[src/rtl/frame_sequencer_pkg.sv]
// Shared definitions for the frame sequencer.
//   state_t  : sequencer state encoding (IDLE, ISSUE, WAIT, DONE, ERR)
//   OP_PUSH  : op value selecting a frame push (write, stack grows down)
//   OP_POP   : op value selecting a frame pop (read, stack shrinks up)
package frame_sequencer_pkg;

  typedef enum logic [2:0] {
    ST_IDLE  = 3'd0,
    ST_ISSUE = 3'd1,
    ST_WAIT  = 3'd2,
    ST_DONE  = 3'd3,
    ST_ERR   = 3'd4
  } state_t;

  localparam logic OP_PUSH = 1'b0;
  localparam logic OP_POP  = 1'b1;

endpackage

[src/rtl/frame_sequencer_wait_timer.sv]
// Per-word wait timer for the frame sequencer.
//   clk, reset : clock and asynchronous active-high reset
//   clear      : restart the count at 0 (held during the issue cycle)
//   enable     : count one wait cycle
//   expired    : the current wait cycle is the TIMEOUT-th one for this word
module wait_timer #(
  parameter int TIMEOUT = 15
) (
  input  logic clk,
  input  logic reset,
  input  logic clear,
  input  logic enable,
  output logic expired
);

  logic [7:0] count;

  // count holds (number of wait cycles already elapsed), so it reads
  // TIMEOUT-1 during the TIMEOUT-th wait cycle.
  assign expired = (count == 8'(TIMEOUT - 1));

  always_ff @(posedge clk or posedge reset) begin
    if (reset) begin
      count <= '0;
    end else if (clear) begin
      count <= '0;
    end else if (enable && !expired) begin
      count <= count + 8'd1;
    end
  end

endmodule

[src/rtl/frame_sequencer.sv]
// Frame sequencer: moves an NWORDS-word frame between a register frame and a
// memory-resident stack, one handshaken access per word.
//   clk, reset          : clock, asynchronous active-high reset
//   start, op, sp_in    : request (op 0 = push, 1 = pop) and starting stack ptr
//   src_data            : frame to push, slot k at [k*DATA_W +: DATA_W]
//   mem_req/we/addr/wdata, mem_rdata, dataReady : memory access port
//   busy, done, err     : status (done/err are one-cycle pulses)
//   sp_out, dst_data    : updated stack pointer, popped frame
module frame_sequencer
  import frame_sequencer_pkg::*;
#(
  parameter int DATA_W  = 16,
  parameter int ADDR_W  = 12,
  parameter int NWORDS  = 4,
  parameter int TIMEOUT = 15
) (
  input  logic                     clk,
  input  logic                     reset,
  input  logic                     start,
  input  logic                     op,
  input  logic [ADDR_W-1:0]        sp_in,
  input  logic [NWORDS*DATA_W-1:0] src_data,
  output logic                     mem_req,
  output logic                     mem_we,
  output logic [ADDR_W-1:0]        mem_addr,
  output logic [DATA_W-1:0]        mem_wdata,
  input  logic [DATA_W-1:0]        mem_rdata,
  input  logic                     dataReady,
  output logic                     busy,
  output logic                     done,
  output logic                     err,
  output logic [ADDR_W-1:0]        sp_out,
  output logic [NWORDS*DATA_W-1:0] dst_data
);

  // Word index width; word arrays are padded to a power of two so every
  // index value of k selects a real entry.
  localparam int IW = (NWORDS > 1) ? $clog2(NWORDS) : 1;
  localparam int NSLOT = 2 ** IW;

  state_t              state;
  logic                op_q;
  logic [ADDR_W-1:0]   sp_q;
  logic [NWORDS*DATA_W-1:0] src_q;
  logic [IW-1:0]       k;
  logic                expired;

  logic [DATA_W-1:0]   src_words [NSLOT];
  logic [DATA_W-1:0]   dst_words [NSLOT];

  logic [IW-1:0]       k_inc;
  logic [IW-1:0]       dst_idx;

  assign k_inc   = k + IW'(1);
  // Pop fills slots from the top down so the frame comes back in push order.
  assign dst_idx = IW'(NWORDS - 1) - k;

  for (genvar gi = 0; gi < NSLOT; gi++) begin : g_src
    if (gi < NWORDS) begin : g_used
      assign src_words[gi] = src_q[gi*DATA_W +: DATA_W];
    end else begin : g_pad
      assign src_words[gi] = '0;
    end
  end

  for (genvar gi = 0; gi < NWORDS; gi++) begin : g_dst
    assign dst_data[gi*DATA_W +: DATA_W] = dst_words[gi];
  end

  // Push walks down from sp-1, pop walks up from sp; both wrap naturally.
  function automatic logic [ADDR_W-1:0] word_addr(input logic op_f,
                                                  input logic [ADDR_W-1:0] sp,
                                                  input logic [IW-1:0] idx);
    if (op_f == OP_PUSH) return sp - ADDR_W'(1) - ADDR_W'(idx);
    else                 return sp + ADDR_W'(idx);
  endfunction

  wait_timer #(.TIMEOUT(TIMEOUT)) u_wait_timer (
    .clk    (clk),
    .reset  (reset),
    .clear  (state == ST_ISSUE),
    .enable (state == ST_WAIT),
    .expired(expired)
  );

  always_ff @(posedge clk or posedge reset) begin
    if (reset) begin
      state     <= ST_IDLE;
      op_q      <= OP_PUSH;
      sp_q      <= '0;
      src_q     <= '0;
      k         <= '0;
      mem_req   <= 1'b0;
      mem_we    <= 1'b0;
      mem_addr  <= '0;
      mem_wdata <= '0;
      busy      <= 1'b0;
      done      <= 1'b0;
      err       <= 1'b0;
      sp_out    <= '0;
      for (int i = 0; i < NSLOT; i++) dst_words[i] <= '0;
    end else begin
      case (state)
        ST_IDLE: begin
          if (start) begin
            op_q      <= op;
            sp_q      <= sp_in;
            src_q     <= src_data;
            k         <= '0;
            state     <= ST_ISSUE;
            busy      <= 1'b1;
            mem_req   <= 1'b1;
            mem_we    <= (op == OP_PUSH);
            mem_addr  <= word_addr(op, sp_in, '0);
            mem_wdata <= (op == OP_PUSH) ? src_data[DATA_W-1:0] : '0;
          end
        end
        ST_ISSUE: begin
          // Address, direction and write data are left untouched until the
          // word completes so the memory sees a stable request.
          mem_req <= 1'b0;
          state   <= ST_WAIT;
        end
        ST_WAIT: begin
          if (dataReady) begin
            if (op_q == OP_POP) dst_words[dst_idx] <= mem_rdata;
            if (k == IW'(NWORDS - 1)) begin
              state  <= ST_DONE;
              done   <= 1'b1;
              sp_out <= (op_q == OP_PUSH) ? sp_q - ADDR_W'(NWORDS)
                                          : sp_q + ADDR_W'(NWORDS);
            end else begin
              k         <= k_inc;
              state     <= ST_ISSUE;
              mem_req   <= 1'b1;
              mem_addr  <= word_addr(op_q, sp_q, k_inc);
              mem_wdata <= (op_q == OP_PUSH) ? src_words[k_inc] : '0;
            end
          end else if (expired) begin
            state <= ST_ERR;
            err   <= 1'b1;
          end
        end
        ST_DONE: begin
          done  <= 1'b0;
          busy  <= 1'b0;
          state <= ST_IDLE;
        end
        ST_ERR: begin
          err   <= 1'b0;
          busy  <= 1'b0;
          state <= ST_IDLE;
        end
        default: begin
          state <= ST_IDLE;
          busy  <= 1'b0;
          done  <= 1'b0;
          err   <= 1'b0;
        end
      endcase
    end
  end

endmodule

[config.mk]
export PLATFORM = sky130hd
export DESIGN_NAME = frame_sequencer
export DESIGN_NICKNAME = d
export VERILOG_FILES = /design/src/rtl/frame_sequencer_pkg.sv /design/src/rtl/frame_sequencer_wait_timer.sv /design/src/rtl/frame_sequencer.sv
export SDC_FILE = /design/constraint.sdc
export NUM_CORES = 1
export LEC_CHECK = 0
export BUFFER_PORTS_ARGS = -buffer_cell sky130_fd_sc_hd__buf_4
export CAP_MARGIN = 20
export CELL_PAD_IN_SITES_DETAIL_PLACEMENT = 1
export CELL_PAD_IN_SITES_GLOBAL_PLACEMENT = 1
export CORE_UTILIZATION = 42
export CTS_CLUSTER_DIAMETER = 150
export DETAILED_ROUTE_END_ITERATION = 10
export PLACE_DENSITY = 0.84
export SETUP_SLACK_MARGIN = 0.3
export SLEW_MARGIN = 25
export SYNTH_ARGS = -nofsm -noshare
export SYNTH_HDL_FRONTEND = slang
export SYNTH_HIERARCHICAL = 1
export SYNTH_SLANG_ARGS = --single-unit
[constraint.sdc]
create_clock -name clk -period 6.3 [get_ports clk]
set_input_delay 0.315 -clock clk [delete_from_list [all_inputs] [get_ports clk]]
set_output_delay 0.315 -clock clk [all_outputs]
set_load 0.05 [all_outputs]
==> run_results.csv <==
group,metric,value,unit
yosys,synth_cell_types,71,
sta,finalSetupTns,0,ns
finish,fill_cells,2392,
finish,drive_gt1_frac,0.2811,
sta,fin_worst_skew,0.01391,ns
yosys,yosysWarningCount,6,
finish,n_antenna_cell,0,
yosys,synthesis.area,9361,µm²
power,p_leak,5.879,nW
floorplan,coreArea,21820,µm²
power,p_int,3.639,mW
sta,setup_viol,0,
yosys,yosysSeqAreaShare,0.5319,
worst_setup_path,crit_required,6.66,ns
placement,dp.cells,1338,
min_path,min-delay-path-class,"primary input to register",
finish,syn_to_final_growth,26.02,%
worst_setup_path,crit_type,"register to register",
clocking,hold_buffers,1,
drt,drt-initial-drc-count,364,
clocking,clock_path_buffers,2,
finish,layout_common_cells,"nand2_1, buf_4, dfrtp_1",
clocking,cts_root_buffer,"clkbuf_16",
global_routing,grt_first_pass_wirelength,42670,µm
yosys,synth_edf_count,0,
clocking,htree_levels,4,
placement,routabilityCongestion,0.8099,
sta,finalCritPeriodShare,0.5902,
yosys,synthesis.nets,1014,
drt,antenna_left,0,
power,ir_worst_vdd,0.3573,mV
floorplan,start_util,0.4290,
clocking,post-cts-setup-buffers,0,
clocking,clkSlewWorstSetupHoldPaths,0.09,ns
worst_setup_path,endpoint_kind,"register",
clocking,cts_tree,"yes",
clocking,numCtsBuffers,17,
sta,fmax,268.9,MHz
floorplan,die-area,22890,µm²
sta,worst_pin_slew,1.057,ns
global_routing,grt_max_degree,112,
placement,port_buffers,205,
worst_setup_path,path_max_fanout,23,
floorplan,fp.dieW,151.3,µm
floorplan,ioPinCount,206,
yosys,synthFlopType,"dfrtp_1",
floorplan,rows,54,
worst_setup_path,critPathLaunchType,"register",
sta,slew_violations,0,
flow_run,maxCapViolations,0,
power,clkPwrFrac,0.168,
sta,relSlewSlack,0.2954,
power,p_seq_frac,0.328,
worst_setup_path,rrSetupSlack,2.58,ns
global_routing,grt_antenna_before_repair,0,
yosys,synthArstFlopShare,1.000,
sta,grt_setup_unrepaired,"false",
floorplan,fp.dieH,151.3,µm
worst_setup_path,worst_ep_arrival_time,4.08,ns
yosys,synth_seq_cells,199,
drt,vias,7426,
placement,dp_hpwl,18570,µm
sta,finalHoldViolCount,0,
global_routing,grt_use_total,0.2461,
yosys,avgSynthCellArea,10.47,µm²
drt,dr.pass1.iters,4,
global_routing,first_global_vias,7672,
drt,routed_wl,27250,µm
power,power.density,589.6,nW/µm²
run_status,status,"finished clean",
power,p_switching,3.318,mW
drt,wl_per_cell,19.86,µm
power,combPwrFrac,0.504,
clocking,cts.sinks,199,
clocking,cts_resized,0,
finish,layout_commonest_cell,"nand2_1",
clocking,worstSkewPairLatency,0.45,ns
global_routing,grt_overflow,0,
placement,dp_slack,2.609,ns
sta,period_minus_slack,3.718,ns
sta,postLayoutSetupSlackWorst,2.582,ns
finish,finalNetCount,1199,
finish,finalNonFillerCells,1372,
yosys,syn_inst,894,
drt,viasPerCell,5.413,
drt,drc,0,
power,switching_share,0.4769,
[cell families (layout without fill, tap and decap cells)]
logic type                 Yosys count  after routing  share of synthesized area
xor gates and xnor gates            25             25                    0.02339
adders and majority gates           23             23                    0.03315
and+or+nand+nor                    385            385                     0.1790
muxes                               89             89                     0.1259
buffers and inverters               65            263                    0.03060
AOI/OAI and AO/OA                  108            108                    0.07605
DFF                                199            199                     0.5319
[sequential cells by signal (all words and copies together) (netlist names)]
| register | flops |
|---|---|
| busy | 1 |
| done | 1 |
| dst_data | 64 |
| err | 1 |
| k | 2 |
| mem_addr | 12 |
| mem_req | 1 |
| mem_wdata | 16 |
| mem_we | 1 |
| op_q | 1 |
| sp_out | 12 |
| sp_q | 12 |
| src_q | 64 |
| state | 3 |
| u_wait_timer/count | 8 |
[synthesized netlist by cell type (all sizes together), types with 7 or more instances]
library cell | number | area, µm²
o21ai | 32 | 160.1
nor3 | 8 | 40.04
nor2 | 52 | 195.2
a21oi | 21 | 105.1
buf | 18 | 108.8
a221oi | 16 | 140.1
nand2 | 264 | 1001
mux2 | 67 | 758.2
dfrtp | 199 | 4980
clkbuf | 30 | 113.9
mux4 | 16 | 360.4
inv | 17 | 63.81
xor2 | 17 | 148.9
xnor2 | 8 | 70.07
ha | 20 | 250.2
nand3 | 7 | 35.03
[worst max-delay path, cell delays in order, from the launching register on]
cell	delay [ns]
dfrtp_1	0.99
inv_1	0.21
ha_1	0.34
buf_4	0.36
inv_1	0.13
ha_1	0.23
or2_1	0.24
or4_1	0.53
and2_1	0.18
o32a_1	0.28
a21oi_1	0.13
[stage by stage]
stage	cell area, µm²	utilization	total power, mW	hold slack, ns
floorplan	9361	-	4.661	0.1307
global placement	11110	0.5091	5.614	0.3357
detailed placement	11110	0.5091	5.763	0.3281
CTS	11770	0.5392	6.984	0.04405
global route	11800	0.5406	7.358	0.06128
finish	11800	0.5406	6.956	0.05438
[layout make-up]
class                   instances  area [µm²]  share of cell area
clock buffers                  17       425.4             0.03606
clock inverters                15       221.5             0.01877
inverters                      17       71.32            0.006045
multi-input cells             630        4116              0.3489
flip-flops and latches        199        4980              0.4221
well taps                     280       350.3             0.02970
repair buffers                214        1633              0.1384
[power groups by stage]
stage                     Sequential (mW)  Clock, mW  Combinational, mW
after floorplan                      3.10          0               1.56
after global placement               2.25          0               3.36
after detailed placement             2.29          0               3.48
after CTS                            2.28       1.19               3.52
after global routing                 2.35       1.23               3.77
final                                2.28       1.17               3.51
[layer usage]
metal	up-vias	wire, µm	track usage
met5	-	0	0
met4	0	411	0.07250
met3	27	1469	0.03735
met2	232	13710	0.4089
met1	3743	11650	0.3317
li1	3424	-	-
[path summary, 6_finish.rpt]
| path | start | to | depth (start not counted) |
|---|---|---|---|
| setup / recovery | k[0] | mem_addr[7] | 10 |
| min in group asynchronous | reset | u_wait_timer/count[5] | 3 |
| max in group asynchronous | reset | src_q[17] | 4 |
| setup reg to reg | k[0] | mem_addr[7] | 10 |
| hold reg to reg | src_q[10] | src_q[10] | 2 |
| hold / removal | src_data[16] | src_q[16] | 3 |
(Power assumes the default switching activity.)
